--- config.mk ---
export PLATFORM = sky130hd
export DESIGN_NAME = fp_mux_share_arbiter
export DESIGN_NICKNAME = d
export VERILOG_FILES = /design/src/rtl/fp_mux_share_arbiter.sv
export SDC_FILE = /design/constraint.sdc
export NUM_CORES = 1
export LEC_CHECK = 0
export BUFFER_PORTS_ARGS = -buffer_cell sky130_fd_sc_hd__buf_2
export CAP_MARGIN = 5
export CELL_PAD_IN_SITES_DETAIL_PLACEMENT = 1
export CELL_PAD_IN_SITES_GLOBAL_PLACEMENT = 1
export CORE_MARGIN = 2
export CORE_UTILIZATION = 31
export CTS_BUF_LIST = sky130_fd_sc_hd__clkbuf_16
export DETAILED_ROUTE_END_ITERATION = 10
export PLACE_DENSITY = 0.84
export SYNTH_ARGS = -nofsm -noshare
export SYNTH_HDL_FRONTEND = slang
export SYNTH_SLANG_ARGS = --single-unit
--- constraint.sdc ---
create_clock -name clk -period 2.1 [get_ports clk]
set_clock_uncertainty 0.05 [all_clocks]
set_input_delay 0.21 -clock clk [delete_from_list [all_inputs] [get_ports clk]]
set_output_delay 0.21 -clock clk [all_outputs]
set_load 0.1 [all_outputs]
--- src/rtl/fp_mux_share_arbiter.sv ---
// fp_mux_share_arbiter
// Round-robin arbiter that shares one multi-cycle mantissa unit between two
// requesters. The winning operand is registered and presented to the unit
// through a 2:1 operand mux. The unit is started with a single pulse, the
// block waits for done, and the result is returned tagged with the owner id.
//
// Optional feature: define FPA_TIMEOUT_EN to enable a WAIT watchdog. After
// TIMEOUT cycles in WAIT without unit_done, the block raises a sticky err and
// returns an all-ones response. Without the macro, err is tied low and WAIT
// waits indefinitely.

module fp_mux_share_arbiter #(
    parameter int WIDTH   = 27,
    parameter int TIMEOUT = 64
) (
    input  logic             clk,
    input  logic             rst_n,

    input  logic             req_0_valid,
    input  logic [WIDTH-1:0] req_0_data,
    output logic             req_0_ready,

    input  logic             req_1_valid,
    input  logic [WIDTH-1:0] req_1_data,
    output logic             req_1_ready,

    output logic             mux_select,
    output logic [WIDTH-1:0] unit_operand,
    output logic             unit_start,
    input  logic             unit_done,
    input  logic [WIDTH-1:0] unit_result,

    output logic             resp_valid,
    output logic             resp_id,
    output logic [WIDTH-1:0] resp_data,
    input  logic             resp_ready,

    output logic             busy,
    output logic             err
);

    // The watchdog compares against TIMEOUT-1, so it needs at least 2.
    if (TIMEOUT < 2) begin : g_timeout_check
        $error("fp_mux_share_arbiter: TIMEOUT must be at least 2");
    end

    typedef enum logic [1:0] {
        ST_IDLE  = 2'd0,
        ST_START = 2'd1,
        ST_WAIT  = 2'd2,
        ST_RESP  = 2'd3
    } state_e;

    state_e           state_q, state_d;
    logic             last_grant_q, last_grant_d;  // id of the last completed owner
    logic             grant_q, grant_d;            // id of the current owner
    logic             mux_sel_q, mux_sel_d;
    logic [WIDTH-1:0] operand_q, operand_d;
    logic             resp_id_q, resp_id_d;
    logic [WIDTH-1:0] resp_data_q, resp_data_d;

    logic             pick_0;
    logic             pick_1;
    logic             grant_valid;
    logic             grant_id;

    // Round-robin pick: a lone requester always wins; on a tie the requester
    // that was not served last wins. Only meaningful while IDLE.
    always_comb begin
        pick_0      = req_0_valid && (!req_1_valid || last_grant_q);
        pick_1      = req_1_valid && (!req_0_valid || !last_grant_q);
        grant_valid = pick_0 || pick_1;
        grant_id    = pick_1;
    end

`ifdef FPA_TIMEOUT_EN
    localparam int CNT_W = $clog2(TIMEOUT) + 1;

    logic [CNT_W-1:0] wait_cnt_q, wait_cnt_d;
    logic             err_q, err_d;
`endif

    // Next-state and datapath update for the arbitration FSM.
    always_comb begin
        // NOTE: every signal assigned in this block gets a default first, so
        // no path through the case leaves one unassigned and no latch appears.
        state_d      = state_q;
        last_grant_d = last_grant_q;
        grant_d      = grant_q;
        mux_sel_d    = mux_sel_q;
        operand_d    = operand_q;
        resp_id_d    = resp_id_q;
        resp_data_d  = resp_data_q;
`ifdef FPA_TIMEOUT_EN
        wait_cnt_d   = wait_cnt_q;
        err_d        = err_q;
`endif

        case (state_q)
            ST_IDLE: begin
                // Accept and latch in the same cycle as the ready pulse; the
                // mux select follows the new owner from START onwards.
                if (grant_valid) begin
                    grant_d   = grant_id;
                    mux_sel_d = grant_id;
                    operand_d = grant_id ? req_1_data : req_0_data;
                    state_d   = ST_START;
                end
            end

            ST_START: begin
`ifdef FPA_TIMEOUT_EN
                wait_cnt_d = '0;
`endif
                state_d = ST_WAIT;
            end

            ST_WAIT: begin
                // unit_done is only honoured here; pulses in other states
                // are stale or spurious and are dropped.
                if (unit_done) begin
                    resp_data_d = unit_result;
                    resp_id_d   = grant_q;
                    state_d     = ST_RESP;
                end
`ifdef FPA_TIMEOUT_EN
                else if (wait_cnt_q == CNT_W'(TIMEOUT - 1)) begin
                    err_d       = 1'b1;
                    resp_data_d = '1;
                    resp_id_d   = grant_q;
                    state_d     = ST_RESP;
                end else begin
                    wait_cnt_d = wait_cnt_q + 1'b1;
                end
`endif
            end

            ST_RESP: begin
                // The priority pointer only moves once the owner's response
                // has actually been consumed.
                if (resp_ready) begin
                    last_grant_d = grant_q;
                    state_d      = ST_IDLE;
                end
            end

            default: begin
                state_d = ST_IDLE;
            end
        endcase
    end

    // State and datapath registers; reset clears every visible output and
    // points the priority at requester 1 so requester 0 wins the first tie.
    always_ff @(posedge clk or negedge rst_n) begin
        // NOTE: all registers here are plain flops (no memory arrays), so
        // each one is reset; non-blocking assignments keep the update order
        // independent of statement order.
        if (!rst_n) begin
            state_q      <= ST_IDLE;
            last_grant_q <= 1'b1;
            grant_q      <= 1'b0;
            mux_sel_q    <= 1'b0;
            operand_q    <= '0;
            resp_id_q    <= 1'b0;
            resp_data_q  <= '0;
        end else begin
            state_q      <= state_d;
            last_grant_q <= last_grant_d;
            grant_q      <= grant_d;
            mux_sel_q    <= mux_sel_d;
            operand_q    <= operand_d;
            resp_id_q    <= resp_id_d;
            resp_data_q  <= resp_data_d;
        end
    end

`ifdef FPA_TIMEOUT_EN
    // Watchdog counter and sticky error flag.
    always_ff @(posedge clk or negedge rst_n) begin
        if (!rst_n) begin
            wait_cnt_q <= '0;
            err_q      <= 1'b0;
        end else begin
            wait_cnt_q <= wait_cnt_d;
            err_q      <= err_d;
        end
    end

    assign err = err_q;
`else
    assign err = 1'b0;
`endif

    // Outputs: the ready pulses are combinational from state and valids, the
    // rest are decoded from the state or driven straight from registers.
    always_comb begin
        req_0_ready  = (state_q == ST_IDLE) && pick_0;
        req_1_ready  = (state_q == ST_IDLE) && pick_1;
        unit_start   = (state_q == ST_START);
        resp_valid   = (state_q == ST_RESP);
        busy         = (state_q != ST_IDLE);
        mux_select   = mux_sel_q;
        unit_operand = operand_q;
        resp_id      = resp_id_q;
        resp_data    = resp_data_q;
    end

endmodule

==> run summary <==
Status: complete, no violations
Post-route ant nets: 0
Largest net degree at the start of global routing: 55
TritonCTS clock tree: built
Share of cells above drive strength 1: 51.1%
Vias in the first global route: 2445
Clk buf depth: 2
Maxcap violations: 0
Slew @ Worst Pin: 0.519 ns
Final setup violation count: 0
DRC: 0
Worst setup EP type: output port
Post-synthesis cell area: 0.00254 sq mm
Synth area leader: dfrtp_1
Post-CTS sizing: 0
CTS sink count: 59
Final Critical Period: 2.00 ns
Die height: 94.6 um
Mapped Cells: 240
CP Launch Type: flop
CTS Buf Count: 9
Endpoints failing hold: 0
Initial detailed-routing violation count: 51
FMAX: 500 MHz
Die X-Extent: 94.6 um
Crit path arrival time: 1.74 ns
Antenna cells: 0
Top post-synthesis cells by area: dfrtp_1, mux2_2, nand2_1, a31oi_1, nor2_1
Std-Cell Rows: 33
Async SR Flop Fraction: 100%
H-tree levels: 3
WL/cell: 14.5 um
Core Util, Final: 46.1%
Initial Util: 31.4%
# IOs: 149
CP required: 1.84 ns
RSZ-0062 raised after global routing: false
Number of synthesized register bits: 59
GRT Util Overall: 16.5%
Synth cell count leaders: nand2_1, dfrtp_1, nor2_1
Core area: 0.00809 sq mm
Initial antenna violation count: 0
Top cell type's share of synthesized area: 57.1%
Ys Warns: 0
Critical Path Fanout Max: 4
Root buffer cell: clkbuf_16
Syn_nets: 332
Hold WC Path Type: in2reg
Register area share after synthesis: 58.1%
Port Buffer Count: 147
Most frequent cell after synthesis: nand2_1
Hpwl dp: 5510 um
Die area: 0.00894 sq mm
Non-filler instance count after layout: 500
Area Growth Syn to Fin: 46.8%
Total gr overflow: 0
RePlAce Congestion: 0.865
Final worst-path cycle share: 95.3%
Via density: 4.59
Net count, final: 482
Drt first pass iters: 4
Detailed-route via count: 2295
Syn_area_per_cell: 10.6 sq um
Slew margin rel.: 65.6%
Post-Route WL: 7250 um
Reg clk slew, reported paths: 0.06 ns
Placed insts: 483
Ys flop type: dfrtp_1
First-pass GRT wire length: 11500 um
EDFF count, synth: 0
Pins Over Slew Limit: 0
Clk_lat worst skew: 0.31 ns
WS Path Type: reg2out
Synth unique cells: 20
## per-stage QoR
stage	setup TNS [ns]	cell area [sq um]	setup slack (ns)	hold slack, ns
6_report	0	3730	0.0984	0.0755
5_1_grt	0	3730	0.0160	0.0720
4_1_cts	0	3730	0.0773	0.0672
3_5_place_dp	0	3400	0.366	0.0754
3_3_place_gp	0	3400	0.452	0.0696
2_1_floorplan	-0.216	2550	-0.216	-0.136
## what timing repair did
item	in CTS	in global routing
setup endpoints to repair	0	0
buffers inserted	0	0
hold buffers	1	0
hold endpoints to repair	12	0
## worst max-delay path: stages, from the launching register on
cell and delay [ns]:
dfrtp_1 0.40, inv_1 0.14, ha_1 0.24, nand2_1 0.09, a21oi_2 0.12, buf_2 0.44
## layer usage
metal  GRT usage, %  wire (um)
met5              0          0
met4           6.64        122
met3           4.31        565
met2           28.2       3520
met1           19.8       3040
## cells in the final DEF, fill, tap and decap left out
cell,count
nand2_1,59
inv_1,8
o21ai_0,2
conb_1,1
a21boi_2,1
a222oi_1,1
ha_1,5
clkinvlp_4,4
clkbuf_16,9
buf_4,4
a21bo_2,1
mux2i_1,1
nor2_2,1
o21a_2,1
o22ai_1,1
a21oi_2,1
buf_2,147
bufinv_16,2
dfstp_2,1
a31oi_1,27
buf_12,2
nor2_1,29
mux2_2,28
dlygate4sd3_1,1
dfrtp_1,58
## registers in the layout, indices dropped and copies added, names as in the netlist
name / count
resp_data: 27
unit_operand: 27
state_q: 2
last_grant_q: 1
mux_select: 1
resp_id: 1
## logic make-up after synthesis
group / share of synthesized area (%)
flops: 58.1
compound gates: 9.01
other cells: 0.147
fa+ha+maj: 2.46
buf+inv: 4.33
mux: 12.8
simple gates: 13.1
## path summary, 6_finish.rpt
| check | slack, ns | start | depth (start not counted) | to |
|---|---|---|---|---|
| setup reg to reg | 0.37 | state_q[0] | 4 | state_q[1] |
| setup / recovery | 0.1 | state_q[0] | 5 | req_0_ready |
| max in group asynchronous | 1.10 | rst_n | 3 | last_grant_q |
| hold reg to reg | 0.43 | resp_id | 2 | resp_id |
| hold / removal | 0.08 | unit_result[19] | 2 | resp_data[19] |
| min in group asynchronous | 0.27 | rst_n | 2 | resp_data[13] |
## layout make-up
| cell class | count | area, sq um |
|---|---|---|
| flip-flops and latches | 59 | 1480 |
| clock buffers | 9 | 225 |
| fillers | 970 | 4360 |
| clock inverters | 7 | 93.8 |
| repair buffers | 154 | 816 |
| well taps | 105 | 131 |
| multi-input cells | 159 | 962 |
| inverters | 7 | 26.3 |
Power is not shown: default switching activity piles up to over one toggle a cycle in this logic, so the estimate is an artifact.
